$ cat src/rtl/xgmii_rate_ctrl.sv
// XGMII rate adaptation front end: samples the XGMII word once every D
// clocks (D from speed_sel), tracks frame boundaries, reports frame byte
// counts and runs a simple link-fault qualification state machine.
//
// state | meaning
// ------+-------------------------------------------------------------
// FAIL  | link down, waiting for a fault-free sample
// RCVR  | recovering, counting fault-free samples down to zero
// GOOD  | link up, linkup asserted one clock later
module xgmii_rate_ctrl #(
    parameter int BCNT_W    = 16,
    parameter int MAX_FRAME = 9600,
    parameter int LINK_CNT  = 30
) (
    input  logic              clk,
    input  logic              reset,
    input  logic [1:0]        speed_sel,
    input  logic [63:0]       data_in,
    input  logic [7:0]        ctrl_in,
    output logic [63:0]       data_out,
    output logic [7:0]        ctrl_out,
    output logic              we,
    output logic [BCNT_W-1:0] byte_cnt,
    output logic              sof4,
    output logic              bcnt_we,
    output logic              len_err,
    output logic              linkup,
    output logic [7:0]        fault_cnt
);

    localparam logic [BCNT_W-1:0] ACC_S0 = BCNT_W'(8);
    localparam logic [BCNT_W-1:0] ACC_S4 = BCNT_W'(4);

    typedef enum logic [1:0] {ST_FAIL, ST_RCVR, ST_GOOD} link_st_t;

    logic [1:0]        r_spd;
    logic [3:0]        r_ph;
    logic              r_open;
    logic              r_cur_sof4;
    logic [BCNT_W-1:0] r_acc;
    link_st_t          r_state;
    logic [15:0]       r_link_cnt;

    logic [3:0]        w_div_m1;
    logic              w_spd_chg;
    logic              w_sample;
    logic              w_s0;
    logic              w_s4;
    logic              w_t_hit;
    logic [2:0]        w_t_lane;
    logic              w_fault;
    logic [BCNT_W-1:0] w_acc_t;
    logic [BCNT_W-1:0] w_acc_8;

    function automatic logic [BCNT_W-1:0] sat_add(input logic [BCNT_W-1:0] a,
                                                  input logic [3:0] inc);
        logic [BCNT_W:0] s;
        s = {1'b0, a} + {{(BCNT_W-3){1'b0}}, inc};
        sat_add = s[BCNT_W] ? {BCNT_W{1'b1}} : s[BCNT_W-1:0];
    endfunction

    function automatic logic len_bad(input logic [BCNT_W-1:0] c);
        len_bad = (32'(c) > 32'(MAX_FRAME)) || (32'(c) < 32'd64);
    endfunction

    // Divider select and per-word control character decode
    always_comb begin
        case (speed_sel)
            2'b00:   w_div_m1 = 4'd0;
            2'b01:   w_div_m1 = 4'd1;
            2'b10:   w_div_m1 = 4'd3;
            default: w_div_m1 = 4'd9;
        endcase
        w_spd_chg = (speed_sel != r_spd);
        w_sample  = (r_ph == 4'd0) && !w_spd_chg;
        w_s0      = ctrl_in[0] && (data_in[7:0] == 8'hFB);
        w_s4      = ctrl_in[4] && (data_in[39:32] == 8'hFB);
        w_fault   = (ctrl_in[0] && (data_in[7:0] == 8'h9C)) ||
                    (ctrl_in[4] && (data_in[39:32] == 8'h9C));
        // scan downward so the lowest /T/ lane wins
        w_t_hit   = 1'b0;
        w_t_lane  = 3'd0;
        for (int k = 7; k >= 0; k--) begin
            if (ctrl_in[k] && (data_in[8*k +: 8] == 8'hFD)) begin
                w_t_hit  = 1'b1;
                w_t_lane = 3'(k);
            end
        end
        w_acc_t = sat_add(r_acc, {1'b0, w_t_lane});
        w_acc_8 = sat_add(r_acc, 4'd8);
    end

    // Phase counter; a speed change restarts it so the next cycle samples
    always_ff @(posedge clk or posedge reset) begin
        if (reset) begin
            r_spd <= 2'b00;
            r_ph  <= 4'd0;
        end else begin
            r_spd <= speed_sel;
            if (w_spd_chg || (r_ph >= w_div_m1))
                r_ph <= 4'd0;
            else
                r_ph <= r_ph + 4'd1;
        end
    end

    // Sampled data/control registers, held between sample cycles
    always_ff @(posedge clk or posedge reset) begin
        if (reset) begin
            data_out <= 64'h0707070707070707;
            ctrl_out <= 8'hFF;
        end else if (w_sample) begin
            data_out <= data_in;
            ctrl_out <= ctrl_in;
        end
    end

    // Frame tracking, byte accumulation and frame-end reporting
    always_ff @(posedge clk or posedge reset) begin
        if (reset) begin
            r_open     <= 1'b0;
            r_acc      <= '0;
            r_cur_sof4 <= 1'b0;
            we         <= 1'b0;
            byte_cnt   <= '0;
            sof4       <= 1'b0;
            bcnt_we    <= 1'b0;
            len_err    <= 1'b0;
        end else begin
            we      <= 1'b0;
            bcnt_we <= 1'b0;
            len_err <= 1'b0;
            if (w_spd_chg) begin
                r_open <= 1'b0;
                r_acc  <= '0;
            end else if (w_sample) begin
                we <= r_open | w_s0 | w_s4 | w_t_hit;
                if (r_open && w_t_hit) begin
                    bcnt_we  <= 1'b1;
                    byte_cnt <= w_acc_t;
                    len_err  <= len_bad(w_acc_t);
                    sof4     <= r_cur_sof4;
                    if (w_s4 && !w_t_lane[2]) begin
                        r_acc      <= ACC_S4;
                        r_cur_sof4 <= 1'b1;
                    end else begin
                        r_open <= 1'b0;
                        r_acc  <= '0;
                    end
                end else if (r_open && (w_s0 || w_s4)) begin
                    // start without terminate: old frame is reported as bad
                    bcnt_we    <= 1'b1;
                    byte_cnt   <= r_acc;
                    len_err    <= 1'b1;
                    sof4       <= r_cur_sof4;
                    r_acc      <= w_s0 ? ACC_S0 : ACC_S4;
                    r_cur_sof4 <= !w_s0;
                end else if (r_open) begin
                    r_acc <= w_acc_8;
                end else if (w_s0) begin
                    r_open     <= 1'b1;
                    r_acc      <= ACC_S0;
                    r_cur_sof4 <= 1'b0;
                    sof4       <= 1'b0;
                end else if (w_s4) begin
                    r_open     <= 1'b1;
                    r_acc      <= ACC_S4;
                    r_cur_sof4 <= 1'b1;
                    sof4       <= 1'b1;
                end
            end
        end
    end

    // Link qualification FSM with registered linkup and fault counter
    always_ff @(posedge clk or posedge reset) begin
        if (reset) begin
            r_state    <= ST_FAIL;
            r_link_cnt <= 16'd0;
            linkup     <= 1'b0;
            fault_cnt  <= 8'd0;
        end else begin
            linkup <= (r_state == ST_GOOD);
            if (w_sample) begin
                case (r_state)
                    ST_FAIL: begin
                        if (!w_fault) begin
                            r_state    <= ST_RCVR;
                            r_link_cnt <= 16'(LINK_CNT);
                        end
                    end
                    ST_RCVR: begin
                        if (w_fault) begin
                            r_state <= ST_FAIL;
                        end else if (r_link_cnt <= 16'd1) begin
                            r_state    <= ST_GOOD;
                            r_link_cnt <= 16'd0;
                        end else begin
                            r_link_cnt <= r_link_cnt - 16'd1;
                        end
                    end
                    ST_GOOD: begin
                        if (w_fault) begin
                            r_state <= ST_FAIL;
                            if (fault_cnt != 8'hFF)
                                fault_cnt <= fault_cnt + 8'd1;
                        end
                    end
                    default: r_state <= ST_FAIL;
                endcase
            end
        end
    end

endmodule

$ cat config.mk
export PLATFORM = sky130hd
export DESIGN_NAME = xgmii_rate_ctrl
export DESIGN_NICKNAME = d
export VERILOG_FILES = /design/src/rtl/xgmii_rate_ctrl.sv
export SDC_FILE = /design/constraint.sdc
export NUM_CORES = 1
export LEC_CHECK = 0
export CAP_MARGIN = 40
export CORE_MARGIN = 2
export CORE_UTILIZATION = 46
export CTS_CLUSTER_SIZE = 20
export DETAILED_ROUTE_END_ITERATION = 12
export PLACE_DENSITY = 0.76
export SLEW_MARGIN = 20
export SYNTH_ARGS = -nofsm -noshare
export SYNTH_HDL_FRONTEND = slang
export SYNTH_SLANG_ARGS = --single-unit
$ cat constraint.sdc
create_clock -name clk -period 8.15 [get_ports clk]
set_input_delay 1.63 -clock clk [delete_from_list [all_inputs] [get_ports clk]]
set_output_delay 1.63 -clock clk [all_outputs]
set_load 0.02 [all_outputs]
* After elaboration in Yosys (flattened, before gate mapping)
Cells that the tools add are included.
** Storage, ports and cells
- ROM bits :: 0
- Memory bits (writable) :: 0
- Register bits after elaboration :: 143
- Input bits :: 76
- Bits in latches :: 0
- Memories :: 0
** Cells by class
- Add/sub/neg operators :: 5
- $lt $le $gt $ge :: 4
- Div/mod/pow operators :: 0
- Equal/unequal tests :: 26
- Shifts and indexed selects :: 0
- $mul :: 0
- Reductions and logical operators :: 39
- Bitwise operators :: 4
- Multiplexer cells :: 65
** Operators with widths (count)
- 16-bit two-way mux :: 14
- 8-bit == test, second input constant :: 12
- 1-bit two-way mux :: 33
- 16-bit one-hot mux with 2 select lines :: 1
- 3-bit two-way mux :: 9
- 16-bit by 3-bit adder with 17-bit output :: 1
- 16-bit by 4-bit adder with 17-bit output, second input constant :: 1
- 16-bit by 14-bit > comparator with 1-bit output, second input constant :: 1
- 16-bit by 1-bit <= comparator with 1-bit output, second input constant :: 1
- 1-bit logical AND :: 16
- 16-bit by 7-bit less-than comparator with 1-bit output, second input constant :: 1
- 4-bit AND reduction :: 4
- 16-bit by 1-bit subtractor with 16-bit output, second input constant :: 1
- 4-bit one-hot mux with 3 select lines :: 1
- 3-bit inequality test, second input constant :: 3
- 8-bit by 1-bit adder with 8-bit output, second input constant :: 1
- 2-bit two-way mux :: 4
- 4-bit two-way mux :: 2
- 8-bit inequality test, second input constant :: 1
- 2-bit inequality test, second input constant :: 3
- 2-bit one-hot mux with 3 select lines :: 1
- 3-bit AND reduction :: 2
- 2-bit nonzero test :: 3
- 6-bit nonzero test :: 1
- 16 further kinds :: 26

* Longest topological paths before layout
- Depth in word-level cells :: 17
- Gate-level depth with buffers :: 16

* Worst setup path before layout
OpenSTA, ideal clock, no wires.
- Path kind :: in2reg
- Start :: in data_in[52]
- End :: reg len_err
- Path buffers :: 0
- Library setup time :: 0.082 ns
- Setup slack :: 3.453 ns
- Required time :: 8.068 ns
- Stages on the path :: 16
- Data arrival time :: 4.615 ns
- Cells stage by stage :: nand4_1 -> nor4b_1 -> inv_1 -> a21oi_1 -> o21bai_1 -> a21oi_1 -> nor2_1 -> ha_1 -> fa_1 -> a21o_1 -> and3_1 -> a21oi_1 -> and4b_1 -> a2111oi_0 -> o31ai_1 -> a31oi_1
** Between the ends
- Cells in the longest elaborated chain, start to end :: 16
- Elaborated cells between the ends (all ways) :: 25
- Classes of those cells :: 1 x add/sub; 2 x order compare; 1 x eq/ne; 18 x mux; 3 x reduce/logical
** Ends and longest elaborated chain
- start: declaration :: RTL line 18 : input logic [63:0] data_in,
- 8-bit == test * :: RTL line 84 : if (ctrl_in[k] && (data_in[8*k +: 8] == 8'hFD)) begin
- 1-bit logical AND * :: RTL line 84
- 3-bit two-way mux (7 in series) :: RTL line 84
- 16-bit by 3-bit adder with 17-bit output :: RTL line 58 : s = {1'b0, a} + {{(BCNT_W-3){1'b0}}, inc};
- 16-bit two-way mux :: RTL line 59 : sat_add = s[BCNT_W] ? {BCNT_W{1'b1}} : s[BCNT_W-1:0];
- 16-bit by 14-bit > comparator with 1-bit output or 16-bit by 7-bit less-than comparator with 1-bit output (tied branches) :: RTL line 63 : len_bad = (32'(c) > 32'(MAX_FRAME)) || (32'(c) < 32'd64);
- 1-bit logical OR :: RTL line 63
- 1-bit two-way mux * :: RTL line 138 : if (r_open && w_t_hit) begin
- 1-bit two-way mux * :: RTL line 136 : end else if (w_sample) begin
- 1-bit two-way mux * :: RTL line 133 : if (w_spd_chg) begin
- end signal: assignment :: RTL line 141 : len_err <= len_bad(w_acc_t);
- end: declaration :: RTL line 26 : output logic len_err,
Mark *: on every way between the ends. The rest lies on a longest branch, timed or not.
A chain may end at the register's enable or synchronous reset.

* Worst setup path in the final report
Same ends and word-level chain as after synthesis.

==> reports/metrics.csv <==
metric,value,unit
placed_area,0.00905,mm2
core_area,0.0151,mm2
clk_pin_slew_worst_paths,60,ps
cts.sinks,142,
synth_seq_cells,142,
drc,0,
slew_viol_final,0,
grt_overflow,0,
layout_commonest_cell,nand2_1,
synth_cell_types,67,
worst_hold_path_type,flop to flop,
postRouteAntennaNets,0,
drt-total-wl,18800,um
via_per_inst,5.38,
rsz0062_at_grt,false,
start_kind,primary input,
hpwl,13400,um
tightest_slew,783,ps
layout_common_cells,"nand2_1 (264), clkdlybuf4s50_1 (176), dfrtp_1 (110)",
first_pass_iters,5,
synth.top_cell.area_share,38.8,%
synthToLayoutAreaGrowth,36.3,%
outcome,finished clean,
h-tree-depth,4,
cts_tree,yes,
final.setup_skew,7.10,ps
io_buffers,176,
post_drt_wl_per_cell,15.9,um
synth_top_area_cell,dfrtp_1,
fmax,192,MHz
crit_type,primary input to flop,
vdd_drop_max,0.178,mV
die_area,0.0164,mm2
core.rowCount,45,
syn-num-nets,903,
dieHeight,128,um
finalInstanceArea,0.00966,mm2
layout_min_cycle_time,5220,ps
holdWs,455,ps
drtIter0Drc,612,
powerDensity,253,mW/mm2
grt_use_total,24.0,%
initial_core_util,46.8,%
die_width,128,um
grt_antenna_before_repair,0,
post-route-period-util,64.1,%
synth_area_leaders,"dfrtp_1 (39%), nand2_1 (14%), dfstp_2 (12%)",
crit_fanout,4,
fin_tns_setup,0,ps
yosysSeqAreaShare,50.7,%
grt_pass1_wl,31200,um
antenna_cells,0,
synth_edf_count,0,
end_kind,flop,
fin_nets,1069,
syn_area,0.00709,mm2
synth.avg_cell_area,8.71,um2
cp_data_arrival_time,5550,ps
setup_viol,0,
slew_headroom,47.8,%
final_layout_size_suffix_gt1_share,9.57,%
synthFlopType,dfrtp_1,
async_reset_ff_share,100,%
vias,6348,
clockBufferDepth,2,
leakagePower,4.25,nW
cp.required,8480,ps
io_pins,177,
place_congestion,0.888,
synthCells,814,
nFillCells,1237,
grt_pass1_vias,6238,
cts_setup_buffers,0,
r2r_slack,5010,ps
total_power,2.44,mW
hold_buffers,0,
clk_latency,430,ps
hold_viol,0,
setup_ws,2930,ps
cts_buffers,17,
yosysWarnings,0,
drv_cap,0,
cts_resized,0,
pre_cts_slack,2180,ps
cts_root_buffer,clkbuf_16,
grt_max_degree,75,
cell usage after synthesis, drive strengths merged, types with 7 or more instances:
master  number
buf         10
nor3        21
ha          12
nand4       15
clkbuf      29
dfrtp      110
nand2      264
o31ai        7
or3          8
xnor2       21
o21ai       39
nand3       25
inv         14
nor4        12
a21oi       43
nor2        58
dfstp       32
and4         9
worst max-delay path, stage by stage:
cell and delay, ps:
clkdlybuf4s50_1 500, nand4_1 150, nor4b_1 300, clkbuf_2 210, inv_1 50, a21oi_1 120
o21bai_1 70, a21oi_1 160, nor2_1 60, ha_1 230, fa_1 420, a21o_1 230
and3_1 170, a21oi_1 210, and4b_1 220, a2111oi_0 520, o31ai_1 140, a31oi_1 150
per-layer routing:
metal / wire, um / GRT usage, %
met5: 0 / 0
met3: 1230 / 6.26
met4: 261 / 7.82
met1: 8410 / 31.9
met2: 8910 / 38.4
worst paths after layout:
kind,endpoint,cells past startpoint,startpoint
worst min-delay path,data_out[56]$_DFFE_PP1P_,2,data_out[56]$_DFFE_PP1P_
max in group asynchronous,byte_cnt[15]$_DFFE_PP0P_,4,reset
worst max-delay path,len_err$_DFF_PP0_,18,data_in[52]
worst max register to register,r_link_cnt[9]$_DFFE_PP0P_,11,r_ph[0]$_DFF_PP0_
worst min register to register,data_out[56]$_DFFE_PP1P_,2,data_out[56]$_DFFE_PP1P_
min in group asynchronous,data_out[30]$_DFFE_PP0P_,2,reset
area by class of cell:
cell class	instances	area, um2	area share [%]
Inverter	14	57.6	0.596
Tap cell	188	235	2.43
Timing Repair Buffer	186	1870	19.4
Clock inverter	14	160	1.66
Multi-Input combinational cell	619	3300	34.2
Clock buffer	18	439	4.55
Sequential cell	142	3590	37.2
per-stage QoR:
stage / utilization [%] / std cells
after floorplan: - / 814
after detailed placement: 59.8 / 1147
after CTS: 63.7 / 1179
final: 63.8 / 1181
after global placement: 59.4 / 1145
after global routing: 63.8 / 1181
power by group:
group	switching, mW	internal, mW
combinational	0.376	0.321
sequential	0.0880	0.872
clock	0.319	0.464
logic make-up (layout without fill, tap and decap cells):
kind of cell / Yosys count / count (layout) / synth area share (%)
buffers and inverters: 53 / 232 / 3.00
muxes: 4 / 4 / 0.582
adders and majority gates: 13 / 13 / 2.40
xor gates and xnor gates: 27 / 27 / 3.34
DFF: 142 / 142 / 50.7
AOI/OAI and AO/OA: 129 / 129 / 10.9
and+or+nand+nor: 446 / 446 / 29.1
flip-flops by register name, indices dropped and copies added (netlist names):
signal	cells
bcnt_we	1
byte_cnt	16
ctrl_out	8
data_out	64
fault_cnt	8
len_err	1
linkup	1
r_acc	15
r_cur_sof4	1
r_link_cnt	16
r_open	1
r_ph	4
r_spd	2
r_state	2
sof4	1
we	1
(Power assumes the default switching activity.)
